### src/rtl/uart_cmd_pkg.sv
// Shared definitions for the UART command responder: sync bytes, command and
// status codes, the parser/responder state enum and the response byte mux.
package uart_cmd_pkg;

  localparam logic [7:0] SYNC_REQ = 8'hA5;
  localparam logic [7:0] SYNC_RSP = 8'h5A;

  localparam logic [7:0] CMD_WRITE_LED  = 8'h01;
  localparam logic [7:0] CMD_READ_LED   = 8'h02;
  localparam logic [7:0] CMD_PING       = 8'h03;
  localparam logic [7:0] CMD_READ_STATS = 8'h04;

  typedef enum logic [7:0] {
    STATUS_OK      = 8'h00,
    STATUS_BAD_CHK = 8'h01,
    STATUS_BAD_CMD = 8'h02
  } status_e;

  typedef enum logic [2:0] {
    ST_IDLE,
    ST_GET_CMD,
    ST_GET_ARG,
    ST_GET_CHK,
    ST_EXEC,
    ST_SEND
  } state_e;

  // Byte idx of the 4-byte response packet: SYNC, STATUS, DATA, CHK.
  function automatic logic [7:0] rsp_byte(input logic [1:0] idx,
                                          input logic [7:0] status,
                                          input logic [7:0] data);
    case (idx)
      2'd0:    rsp_byte = SYNC_RSP;
      2'd1:    rsp_byte = status;
      2'd2:    rsp_byte = data;
      default: rsp_byte = status ^ data;
    endcase
  endfunction

endpackage

### src/rtl/uart_cmd_responder.sv
// Parses A5/CMD/ARG/CHK requests from the RX byte stream and returns 5A/STATUS/DATA/CHK.
// Optional feature macro CMD_STATS_EN adds good/error packet counters and READ_STATS.
module uart_cmd_responder
  import uart_cmd_pkg::*;
#(
  parameter int unsigned TIMEOUT_CYCLES = 270000,
  parameter int unsigned LED_W          = 6
) (
  input  logic             clk,
  input  logic             rst,
  input  logic [7:0]       rx_data,
  input  logic             rx_valid,
  output logic [7:0]       tx_data,
  output logic             tx_valid,
  input  logic             tx_ready,
  output logic [LED_W-1:0] led,
  output logic             busy,
  output logic             err_pulse
);

  localparam int unsigned TMO_W = $clog2(TIMEOUT_CYCLES + 1);
  localparam logic [TMO_W-1:0] TMO_LAST = TMO_W'(TIMEOUT_CYCLES - 1);

  state_e           state_q;
  logic [7:0]       cmd_q, arg_q, chk_q;
  status_e          rsp_status_q, exec_status_d;
  logic [7:0]       rsp_data_q, exec_data_d;
  logic [1:0]       idx_q;
  logic [LED_W-1:0] led_q;
  logic [7:0]       tx_data_q;
  logic             tx_valid_q;
  logic [TMO_W-1:0] tmo_q;
  logic             tmo_err_q;

`ifdef CMD_STATS_EN
  logic [7:0] good_cnt_q, err_cnt_q;
`endif

  // Decode of the latched request, consumed only during EXEC.
  always_comb begin
    // NOTE: defaults first so no path leaves a combinational output unassigned (no latch).
    exec_status_d = STATUS_OK;
    exec_data_d   = 8'h00;
    if ((cmd_q ^ arg_q) != chk_q) begin
      exec_status_d = STATUS_BAD_CHK;
    end else begin
      case (cmd_q)
        CMD_WRITE_LED: exec_data_d = arg_q;
        CMD_READ_LED:  exec_data_d = 8'(led_q);
        CMD_PING:      exec_data_d = arg_q;
`ifdef CMD_STATS_EN
        CMD_READ_STATS: begin
          if (arg_q == 8'h00)      exec_data_d = good_cnt_q;
          else if (arg_q == 8'h01) exec_data_d = err_cnt_q;
          else begin
            exec_status_d = STATUS_BAD_CMD;
            exec_data_d   = arg_q;
          end
        end
`endif
        default: begin
          exec_status_d = STATUS_BAD_CMD;
          exec_data_d   = cmd_q;
        end
      endcase
    end
  end

  always_ff @(posedge clk) begin
    if (rst) begin
      state_q      <= ST_IDLE;
      cmd_q        <= 8'h00;
      arg_q        <= 8'h00;
      chk_q        <= 8'h00;
      rsp_status_q <= STATUS_OK;
      rsp_data_q   <= 8'h00;
      idx_q        <= 2'd0;
      led_q        <= '0;
      tx_data_q    <= 8'h00;
      tx_valid_q   <= 1'b0;
      tmo_q        <= '0;
      tmo_err_q    <= 1'b0;
    end else begin
      tmo_err_q <= 1'b0;
      case (state_q)
        ST_IDLE: begin
          if (rx_valid && rx_data == SYNC_REQ) begin
            state_q <= ST_GET_CMD;
            tmo_q   <= '0;
          end
        end
        ST_GET_CMD, ST_GET_ARG, ST_GET_CHK: begin
          // A byte on the expiry cycle wins over the timeout abort.
          if (rx_valid) begin
            tmo_q <= '0;
            case (state_q)
              ST_GET_CMD: begin cmd_q <= rx_data; state_q <= ST_GET_ARG; end
              ST_GET_ARG: begin arg_q <= rx_data; state_q <= ST_GET_CHK; end
              default:    begin chk_q <= rx_data; state_q <= ST_EXEC;    end
            endcase
          end else if (tmo_q == TMO_LAST) begin
            state_q   <= ST_IDLE;
            tmo_q     <= '0;
            tmo_err_q <= 1'b1;
          end else begin
            tmo_q <= tmo_q + TMO_W'(1);
          end
        end
        ST_EXEC: begin
          rsp_status_q <= exec_status_d;
          rsp_data_q   <= exec_data_d;
          if (cmd_q == CMD_WRITE_LED && exec_status_d == STATUS_OK)
            led_q <= arg_q[LED_W-1:0];
          tx_data_q  <= SYNC_RSP;
          tx_valid_q <= 1'b1;
          idx_q      <= 2'd0;
          state_q    <= ST_SEND;
        end
        ST_SEND: begin
          if (tx_ready) begin
            if (idx_q == 2'd3) begin
              tx_valid_q <= 1'b0;
              state_q    <= ST_IDLE;
            end else begin
              idx_q     <= idx_q + 2'd1;
              tx_data_q <= rsp_byte(idx_q + 2'd1, rsp_status_q, rsp_data_q);
            end
          end
        end
        default: state_q <= ST_IDLE;
      endcase
    end
  end

`ifdef CMD_STATS_EN
  // Counters update at the end of EXEC, so READ_STATS sees the pre-packet value.
  always_ff @(posedge clk) begin
    if (rst) begin
      good_cnt_q <= 8'h00;
      err_cnt_q  <= 8'h00;
    end else begin
      if (state_q == ST_EXEC && exec_status_d == STATUS_OK && good_cnt_q != 8'hFF)
        good_cnt_q <= good_cnt_q + 8'd1;
      if (((state_q == ST_EXEC && exec_status_d != STATUS_OK) || tmo_err_q) &&
          err_cnt_q != 8'hFF)
        err_cnt_q <= err_cnt_q + 8'd1;
    end
  end
`endif

  assign tx_data   = tx_data_q;
  assign tx_valid  = tx_valid_q;
  assign led       = led_q;
  assign busy      = (state_q != ST_IDLE);
  assign err_pulse = tmo_err_q | (state_q == ST_EXEC && exec_status_d != STATUS_OK);

endmodule

### config.mk
export PLATFORM = sky130hd
export DESIGN_NAME = uart_cmd_responder
export DESIGN_NICKNAME = d
export VERILOG_FILES = /design/src/rtl/uart_cmd_pkg.sv /design/src/rtl/uart_cmd_responder.sv
export SDC_FILE = /design/constraint.sdc
export NUM_CORES = 1
export LEC_CHECK = 0
export CORE_ASPECT_RATIO = 1.4
export CORE_MARGIN = 4
export CORE_UTILIZATION = 40
export CTS_CLUSTER_SIZE = 12
export DETAILED_ROUTE_END_ITERATION = 8
export GPL_ROUTABILITY_DRIVEN = 0
export SETUP_SLACK_MARGIN = 0.4
export SLEW_MARGIN = 20
export SYNTH_ARGS = -nofsm -noshare
export SYNTH_HDL_FRONTEND = slang
export SYNTH_SLANG_ARGS = --single-unit
### constraint.sdc
create_clock -name clk -period 3 [get_ports clk]
set_input_delay 0.6 -clock clk [delete_from_list [all_inputs] [get_ports clk]]
set_output_delay 0.6 -clock clk [all_outputs]
set_load 0.03 [all_outputs]
==> Implementation_results.wiki, run 1 <==
{| class="wikitable"
! Metric !! Value
|-
| Sequential standard cell area || between 1000 and 1500 um^2
|-
| Outcome || finished clean
|-
| Netlist area before placement || between 3000 and 4000 um^2
|-
| Classification of the worst-slack hold path || register to register
|-
| Number of distinct library cells after synthesis || 47
|-
| Number of placement rows || 40
|-
| Via count of the first global-routing pass || between 3000 and 4000
|-
| P per Cell Area || 509 nW/um^2
|-
| Synthesized instance count || ~450
|-
| Number of max-slew violations in the final report || 0
|-
| Routed WL per cell || around 15 um
|-
| Leakage || roughly 1.4 nW
|-
| Vias per std cell || 5.56
|-
| Max_cap viols || 0
|-
| Seq/Total Area, Yosys || 0.409
|-
| RSZ-0062 raised after global routing || yes
|-
| Post-synthesis net count || 465
|-
| Number of vias after detailed routing || approximately 3200
|-
| FILL cells || 873
|-
| Antenna violations before repair || 0
|-
| Number of enable flip-flop cells after synthesis || 0
|-
| Wire length of the first global-routing pass || 15100 um
|-
| Max-slew headroom at the worst pin || 0.521
|-
| Number of setup violations in the final report || 0
|-
| Count of final hold-check violations || 0
|-
| Total half-perimeter wirelength after legalization and detailed placement || ~6200 um
|-
| Diode count || 0
|-
| Crit path launch type || register
|-
| Hold worst-path end || rsp_data_q[3]
|-
| Fraction of synthesis flops using an asynchronous set or reset pin || 0
|-
| Flop and latch count out of synthesis || 74
|-
| Overflow left after global routing || 0
|-
| Worst endpoint data arrival time || between 2 and 2.5 ns
|-
| Area enclosed by the die boundary || ~11000 um^2
|-
| Number of buffers added on ports || 28
|-
| Number of primary I/O pins || 29
|-
| Post-Route Setup TNS || 0 ns
|-
| Ys Warns || 0
|-
| Setup Skew || roughly 0.0056 ns
|-
| Width of the die || ~88 um
|-
| Number of H-tree levels || 3
|-
| Final-layout worst hold slack || roughly 0.45 ns
|-
| CTS Buf Count || 9
|-
| Synth Flop Type || dfxtp_1
|-
| Worst Setup Path Type || register to primary output
|-
| Total detailed-routing wirelength || 8930 um
|-
| Time the worst path needs with I/O delays and setup || 2.73 ns
|-
| Post-synthesis to final-layout area growth || 20.3%
|-
| Fraction of final layout cells with drive strength greater than 1 || 0.0776
|-
| Maximum vdd drop || 306 uV
|-
| Worst reg-to-reg path cell count || 7
|-
| Final antenna-violating net count || 0
|-
| Max frequency || 0.366 GHz
|-
| Setup crit end kind || primary output
|-
| Reg-to-reg endpoint || led[3]
|-
| Part of the cycle the worst path needs || 0.910
|-
| Clock transition at the register clock pins on the worst setup and hold paths after CTS || roughly 0.06 ns
|-
| Pin slew with the least headroom to its limit || slightly above 0.7 ns
|-
| Biggest fanout along the worst timing path || 2
|-
| TritonCTS clock tree || built
|-
| Clock root buffer || clkbuf_16
|-
| Skew-Pair Late Insertion Delay || roughly 0.33 ns
|-
| Placeable core region || between 8000 and 9000 um^2
|-
| Pin count of the biggest net entering global routing || 50
|-
| Hold path startpoint || rsp_data_q[3]
|-
| Nets || around 500
|-
| Max clock buf depth || 2
|-
| Reg2Reg Launch Point || cmd_q[6]
|-
| Overall die height || about 120 um
|-
| Setup slack on the worst flop-to-flop path || approximately 0.52 ns
|-
| Required time at the endpoint of the critical path || 2.40 ns
|-
| Cell depth of the worst hold path || 2
|-
| Avg Cell Area, Syn || approximately 8.1 um^2
|-
| Launching element of the worst setup path || cmd_q[6]
|-
| Number of clock sinks || 74
|-
| Global-route usage over all layers || 0.180
|-
| Post-CTS Hold Buffers || 0
|-
| Utilization after layout || 0.501
|-
| Effective utilization at floorplan || 0.416
|-
| Number of detailed-route iterations in the first pass || 4
|-
| Initial drt markers || 187
|-
| Area of the multi-input gates || ~2000 um^2
|-
| Number of remaining DRC errors || 0
|}
## registers in the layout (all words and copies together), names as in the netlist
register      cells
cmd_q             8
tmo_q            19
arg_q             8
state_q           3
rsp_status_q      2
tx_data           8
rsp_data_q        8
idx_q             2
tx_valid          1
tmo_err_q         1
chk_q             8
led               6
## cell families (layout without fill, tap and decap cells)
logic type,Yosys count,count (layout),share of synthesized area
AND/OR/NAND/NOR,194,194,0.258
buffers and inverters,40,69,0.0431
AO/OA/AOI/OAI,115,115,0.198
multiplexers,9,9,0.0248
adder cells (fa/ha/maj),5,5,0.0173
XOR/XNOR,11,11,0.0493
flip-flops,74,74,0.409
## placed cells by master, fill, tap and decap left out, drive strengths merged, types with 5 or more instances in the layout
cell type	n
a311oi	10
nor2b	6
nand4	6
nor2	29
clkbuf	12
buf	15
clkdlybuf4s50	26
nor3	5
or3	10
o21ai	10
ha	5
a31oi	5
a21oi	59
xnor3	6
nand2b	19
nand2	85
dfxtp	74
and3	5
nand3	16
a22oi	6
mux2i	9
inv	12
## metal layers
metal,global-route usage,part of all wire,wire length (um),vias up
met5,0,0,0,-
met4,0.0860,0.031,274,0
met3,0.0375,0.044,390,16
met2,0.271,0.47,4210,81
met1,0.243,0.45,4060,1507
li1,-,-,-,1634
## cells in the mapped netlist (2+ instances only)
master,number,area share
o32ai_1,3,0.0072
xnor3_1,6,0.037
a221oi_1,2,0.0048
nand4_1,6,0.010
dfxtp_1,74,0.41
nor3b_1,2,0.0041
a22o_1,4,0.0097
a22oi_1,6,0.012
buf_2,5,0.0069
nor2_1,29,0.030
or3_1,10,0.017
a311oi_1,10,0.024
nand2_1,85,0.088
a211oi_1,3,0.0062
nor4_1,3,0.0052
inv_1,12,0.012
a31oi_1,5,0.0086
mux2i_1,9,0.025
nand3_1,16,0.022
nor2b_1,6,0.010
o21ai_0,10,0.014
clkbuf_1,22,0.023
o21a_1,3,0.0062
a21oi_1,59,0.081
a41oi_1,3,0.0072
xnor2_1,4,0.0097
nand2b_1,19,0.033
and3_1,5,0.0086
nor3_1,5,0.0069
ha_1,5,0.017
## cell type report
cell class	instances	area share
Clock buffer	12	0.0588
Clock inverter	4	0.0169
Inverter	12	0.0103
Multi-Input combinational cell	334	0.458
Sequential cell	74	0.340
Tap cell	105	0.0301
Timing Repair Buffer	41	0.0857
## power breakdown
| part | internal (mW) | switching, mW | leakage, nW |
|---|---|---|---|
| clock | 0.774 | 0.409 | 0.163 |
| sequential | 0.983 | 0.000522 | 0.596 |
| combinational | 0.0217 | 0.0310 | 0.646 |
| total | 1.78 | 0.441 | 1.41 |
## what timing repair did
item                       4_1_cts  5_1_grt
pin swaps                        2        0
buffers inserted                 3        0
gates resized for setup          3        0
cloned                           0        0
setup endpoints to repair        1        1
## worst max path at each step
stage	to	slack (ns)	cells past startpoint
floorplan	err_pulse	0.52	6
global placement	err_pulse	0.42	6
detailed placement	err_pulse	0.40	6
CTS	err_pulse	0.24	6
global route	err_pulse	0.21	6
finish	err_pulse	0.27	6
## worst max-delay path, cell delays in order, from the launching register on
cell      delay, ns
dfxtp_2        0.32
xnor3_1        0.35
nand2_1        0.08
or4_4          0.55
nand2b_4       0.15
a31o_2         0.21
buf_6          0.14
## metrics by stage
stage                     setup slack, ns  cell area, um^2  cells  power [mW]
after global placement              0.418             4000    563        1.06
after floorplan                     0.518             3630    448        1.03
after global routing                0.209             4360    582        2.29
final                               0.269             4360    582        2.22
after detailed placement            0.402             4000    563        1.06
after CTS                           0.238             4360    582        2.24
(Power assumes the default switching activity.)
==> run 2: changes to the inputs <==
SLEW_MARGIN = unset   (was 20)
==> results of run 2 <==
The final DEF is identical to that of run 1; final timing and power are the same.
==> run 3: changes to the inputs <==
CELL_PAD_IN_SITES_DETAIL_PLACEMENT = 0   (was unset)
CELL_PAD_IN_SITES_GLOBAL_PLACEMENT = 1   (was unset)
GPL_ROUTABILITY_DRIVEN = unset   (was 0)
PLACE_DENSITY_LB_ADDON = 0.1   (was unset)
==> run 3 against run 2 <==
Against the previous run: maximum frequency up 1.3%; worst hold slack worse by 0.00064 ns; largest cell class unchanged; final cell count is 0.34% higher; non-clock buffer count rose by 2; sequential share of layout area is 0.12 points higher; combinational power grew 6.3%; die area did not move.
==> Implementation_results.wiki, run 3 (synthesis results as in run 1) <==
{| class="wikitable"
! Metric !! Value
|-
| Max clock buf depth || 2 (unchanged)
|-
| Hold path startpoint || rsp_data_q[6]
|-
| Area of placed instances || 4040 um^2 (+0.94%)
|-
| TritonCTS clock tree || built
|-
| Setup crit end kind || primary output
|-
| Number of buffers added on ports || 28 (unchanged)
|-
| Maximum vdd drop || 333 uV (+8.8%)
|-
| Number of setup violations in the final report || 0 (unchanged)
|-
| Part of the cycle the worst path needs || 0.899 (-0.0114)
|-
| Pin slew with the least headroom to its limit || 0.712 ns (+0.000996 ns)
|-
| RSZ-0062 raised after global routing || yes
|-
| Required time at the endpoint of the critical path || 2.40 ns (about the same)
|-
| CTS Buf Count || 9 (unchanged)
|-
| Classification of the worst-slack hold path || register to register
|-
| Initial drt markers || 169 (-9.6%)
|-
| Worst reg-to-reg path cell count || 7 (unchanged)
|-
| Clock transition at the register clock pins on the worst setup and hold paths after CTS || 0.06 ns (about the same)
|-
| Number of vias after detailed routing || 3215 (-0.71%)
|-
| Crit path launch type || register
|-
| Cell depth of the worst hold path || 2 (unchanged)
|-
| Max_cap viols || 0 (unchanged)
|-
| Post-CTS Hold Buffers || 0 (unchanged)
|-
| Nets || 491 (+0.41%)
|-
| Worst Setup Path Type || register to primary output
|-
| Routed WL per cell || 15.8 um (+3.2%)
|-
| Reg-to-reg endpoint || led[4]
|-
| Outcome || finished clean
|-
| Number of flip-flops under the largest register name || 19 (unchanged)
|-
| Sequential power share || 0.484 (+0.041)
|-
| Area enclosed by the die boundary || 10700 um^2 (unchanged)
|-
| Wire length of the first global-routing pass || 15100 um (+0.27%)
|-
| Clock root buffer || clkbuf_16
|-
| Fraction of final layout cells with drive strength greater than 1 || 0.0856 (+0.00803)
|-
| Antenna violations before repair || 0 (unchanged)
|-
| Effective utilization at floorplan || 0.416 (unchanged)
|-
| Most frequent cells in the layout || 85 x nand2_1, 72 x dfxtp_1, 58 x a21oi_1
|-
| Diode count || 0 (unchanged)
|-
| Internal cell power || 1.59 mW (-11%)
|-
| Max-slew headroom at the worst pin || 0.521 (-0.000671)
|-
| Design area || 4350 um^2 (-0.26%)
|-
| Total detailed-routing wirelength || 9250 um (+3.5%)
|-
| Global-route usage over all layers || 0.184 (+0.00342)
|-
| Final-layout worst hold slack || 0.453 ns (-0.000637 ns)
|-
| Placeable core region || 8710 um^2 (unchanged)
|-
| Setup Skew || 0.00414 ns (-0.00143 ns)
|-
| Gp weighted congestion || around 0.8
|-
| Count of final hold-check violations || 0 (unchanged)
|-
| Hold worst-path end || rsp_data_q[6]
|-
| FILL cells || 866 (-0.80%)
|-
| P per Cell Area || 467 nW/um^2 (-8.2%)
|-
| Post-Route Setup TNS || 0 ns (unchanged)
|-
| Leakage || 1.38 nW (-1.4%)
|-
| Total half-perimeter wirelength after legalization and detailed placement || 6570 um (+5.9%)
|-
| Number of max-slew violations in the final report || 0 (unchanged)
|-
| Setup ws final || 0.303 ns (+0.0341 ns)
|-
| Largest Register || tmo_q
|-
| Number of primary I/O pins || 29 (unchanged)
|-
| Setup slack on the worst flop-to-flop path || 0.86 ns (+0.34 ns)
|-
| Number of clock sinks || 74 (unchanged)
|-
| Overflow left after global routing || 0 (unchanged)
|-
| Portion of total power attributed to combinational logic || 0.028 (+0.004)
|-
| Clock network power share || 0.488 (-0.045)
|-
| Via count of the first global-routing pass || 3109 (+3.0%)
|-
| Pin count of the biggest net entering global routing || 38 (-24%)
|-
| Number of placement rows || 40 (unchanged)
|-
| Final antenna-violating net count || 0 (unchanged)
|-
| Overall die height || 121 um (unchanged)
|-
| Worst endpoint data arrival time || 2.10 ns (-0.03 ns)
|-
| Net Sw Power || 0.445 mW (+1.0%)
|-
| Number of remaining DRC errors || 0 (unchanged)
|-
| Number of detailed-route iterations in the first pass || 4 (unchanged)
|-
| Most common cell after layout, fill and taps aside || nand2_1
|-
| Pwr Total || 2.03 mW (-8.5%)
|-
| Reg2Reg Launch Point || cmd_q[6]
|-
| Skew-Pair Late Insertion Delay || 0.33 ns (about the same)
|-
| Width of the die || 88.5 um (unchanged)
|-
| Time the worst path needs with I/O delays and setup || 2.70 ns (-0.0341 ns)
|-
| Number of H-tree levels || 3 (unchanged)
|-
| Setup slack after placement || 0.00971 ns (-0.392 ns)
|-
| Switching share of power || 0.219 (+0.0206)
|-
| Biggest fanout along the worst timing path || 2 (unchanged)
|-
| Post-synthesis to final-layout area growth || 20.0%
|-
| Vias per std cell || 5.51 (-1.1%)
|-
| Max frequency || 0.371 GHz (+1.3%)
|}
[run 3: stage by stage]
step	util	instances
3_3_place_gp	0.463	566
2_1_floorplan	-	448
3_5_place_dp	0.463	566
6_report	0.500	584
5_1_grt	0.500	584
4_1_cts	0.500	584
[run 3: layer usage]
metal | wire, um | share of wire | vias up | track usage
li1 | - | - | 1647 | -
met1 | 3960 | 0.43 | 1517 | 0.223
met2 | 4860 | 0.53 | 37 | 0.316
met3 | 202 | 0.022 | 14 | 0.0245
met4 | 230 | 0.025 | 0 | 0.0803
met5 | 0 | 0 | - | 0
[run 3: power groups by stage]
stage	registers, mW	logic [mW]	clock network (mW)
CTS	0.983	0.0562	1.02
floorplan	1.00	0.0254	0
global placement	1.01	0.0556	0
finish	0.984	0.0560	0.992
detailed placement	1.01	0.0555	0
global route	0.983	0.0601	1.07
[run 3: worst max-delay path by stage]
stage          cells past startpoint  slack [ns]  startpoint         to
6_report                           6        0.30    cmd_q[6]  err_pulse
3_5_place_dp                       6        0.01    chk_q[3]  err_pulse
2_1_floorplan                      6        0.52    chk_q[3]  err_pulse
5_1_grt                            6        0.24    chk_q[7]  err_pulse
3_3_place_gp                       6        0.04    chk_q[3]  err_pulse
4_1_cts                            6        0.28    cmd_q[3]  err_pulse
[run 3: cell type report]
| cell class | instances | area [um^2] | area share |
|---|---|---|---|
| Multi-Input combinational cell | 334 | 2010 | 0.461 |
| Tap cell | 105 | 131 | 0.0302 |
| Timing Repair Buffer | 43 | 402 | 0.0923 |
| Clock inverter | 6 | 42.5 | 0.00978 |
| Sequential cell | 74 | 1480 | 0.341 |
| Clock buffer | 10 | 239 | 0.0549 |
| Inverter | 12 | 45.0 | 0.0104 |
[run 3: repair_timing]
item,4_1_cts,5_1_grt
pin swaps,4,0
gates resized for setup,11,0
buffers inserted,2,0
setup endpoints to repair,1,1
[run 3: critical path: stages, from the launching register on]
cell	delay, ns
dfxtp_2	0.32
xnor3_1	0.35
nand2_1	0.06
or4_4	0.53
nand2b_4	0.16
a31o_4	0.22
buf_6	0.13
==> RTL edit: new RTL, config.mk and constraints of run 2 <==
Register the output `err_pulse`, cleared by the reset; this adds one clock of latency there. The other outputs are not delayed to match.
--- a/src/rtl/uart_cmd_responder.sv
+++ b/src/rtl/uart_cmd_responder.sv
@@ -153,5 +153,11 @@
   assign led       = led_q;
   assign busy      = (state_q != ST_IDLE);
-  assign err_pulse = tmo_err_q | (state_q == ST_EXEC && exec_status_d != STATUS_OK);
+  always_ff @(posedge clk) begin
+    if (rst) begin
+      err_pulse <= '0;
+    end else begin
+      err_pulse <= tmo_err_q | (state_q == ST_EXEC && exec_status_d != STATUS_OK);
+    end
+  end
 
 endmodule
Function: changed (a bounded check fails within 10 cycles, from zero or initial values and one cycle with rst high).
==> RTL edit against run 2 <==
Sequential share of layout area rose by 0.14 points. Sequential cell count up 1. Routed wire length up 1.0%. Area after synthesis down 0.21%. Setup slack better by 0.27 ns. Cell area is 0.86% higher. Final cell count decreased by 1.5%. Global-route usage decreased by 0.088 points. Highest routed layer unchanged.
Power is not compared: it rests on default switching activity, and its combinational part moved more than twofold at a synthesized area within 25%.
==> RTL edit: results (changes against run 2) <==
status: "finished, final reports clean"
r2r-end: "state_q[1]"
synth_fa_ha_area_share_pct: 1.729  # +0.0036 points
multi_input_area_sq_um: 1942  # -2.9%
final-nonclk-buf-share_pct: 8.416  # -0.16 points
cp.arrival_ns: 1.86  # -0.27 ns
whs_ns: 0.4563  # +0.002626 ns
multi_input_gates: 317  # -5.1%
crit_start: "state_q[0]"
grt_max_degree: 56  # +12%
grtUsageMet3_pct: 4.158  # +0.41 points
wire_per_inst_um: 15.75  # +2.6%
synthMuxAreaShare_pct: 1.660  # -0.82 points
cp-endpoint: "busy"
worst_slew_pin_slew_ns: 0.7544  # +0.04372 ns
multi_input_area_share_pct: 44.13  # -1.7 points
nFillCells: 860  # -1.5%
rrSetupSlack_ns: 0.79  # +0.27 ns
met2_usage_pct: 30.66  # +3.6 points
cp_top_family: "buffers and inverters"
dpl_cell_area_sq_um: 4024  # +0.66%
slowest_stage: "clkdlybuf4s50_1"
drt_iter0_drc: 150  # -20%
synth_xor_area_share_pct: 5.394  # +0.46 points
grt_use_total_pct: 17.92  # -0.088 points
seq_cells: 75  # +1.4%
synth.area.top_cells: "dfxtp_1, nand2_1, a21oi_1, xnor3_1, a311oi_1"
grt_util_met1_pct: 21.75  # -2.5 points
grt_pass1_vias: 3033  # +0.53%
ctsResizeCount: 0  # -3
pre_cts_ws_ns: 0.3615  # -0.04024 ns
cp_slowest_stage_delay_ns: 0.61  # +0.06 ns
grt_pass1_wl_mm: 14.90  # -1.2%
clock_area_share_pct: 8.558  # +0.99 points
drive_above_1_share_pct: 8.761  # +1.0 points
nets: 480  # -1.8%
holdPathEnd: "rsp_data_q[2]"
ys_types: 50  # +6.4%
ys_warn_count: 0  # unchanged
inverters: 21  # +9
sh_seq_area_pct: 34.12  # +0.14 points
finalWorstSetupSlack_ns: 0.5351  # +0.2660 ns
htreeDepth: 3  # unchanged
clk_path_buf_depth: 2  # unchanged
timing.rr.start: "tmo_q[0]"
vias: 3261  # +0.71%
nNonClkBuffers: 39  # -4.9%
avgSynthCellArea_sq_um: 8.337  # +3.0%
hold_path_startpoint: "rsp_data_q[2]"
synth_common_cells: "nand2_1, dfxtp_1, a21oi_1, nor2_1, inv_1"
post_cts_buffers: 0  # -3
fin_worst_skew_ns: 0.005256  # -0.0003147 ns
==> RTL edit: cell types whose count changed in the layout (fill, tap and decap cells not counted), sizes merged, moves of 6 or more <==
| cell | delta |
|---|---|
| nor2 | -6 |
| nand2b | -18 |
| inv | +9 |
| o31ai | +8 |
| a31o | +6 |
| or3 | -10 |
| xnor2 | +6 |
| nand2 | -6 |
==> RTL edit: report_power, final <==
group / switching, mW / internal, mW
clock network: 0.412 / 0.942
logic: 0.123 / 0.0788
registers: 0.0149 / 1.00
total: 0.550 / 2.03
==> RTL edit: metal layers <==
metal  vias up  wire, um  part of all wire [%]
met3        10       286                   3.2
met2        65      4756                    53
met5         -         0                     0
met1      1563      3859                    43
li1       1623         -                     -
met4         0       121                   1.3
==> RTL edit: metrics by stage <==
stage                     cells  total power [mW]
after floorplan             434             1.168
after global placement      557             1.241
after detailed placement    557             1.243
after CTS                   573             2.602
after global routing        573             2.656
final                       573             2.576
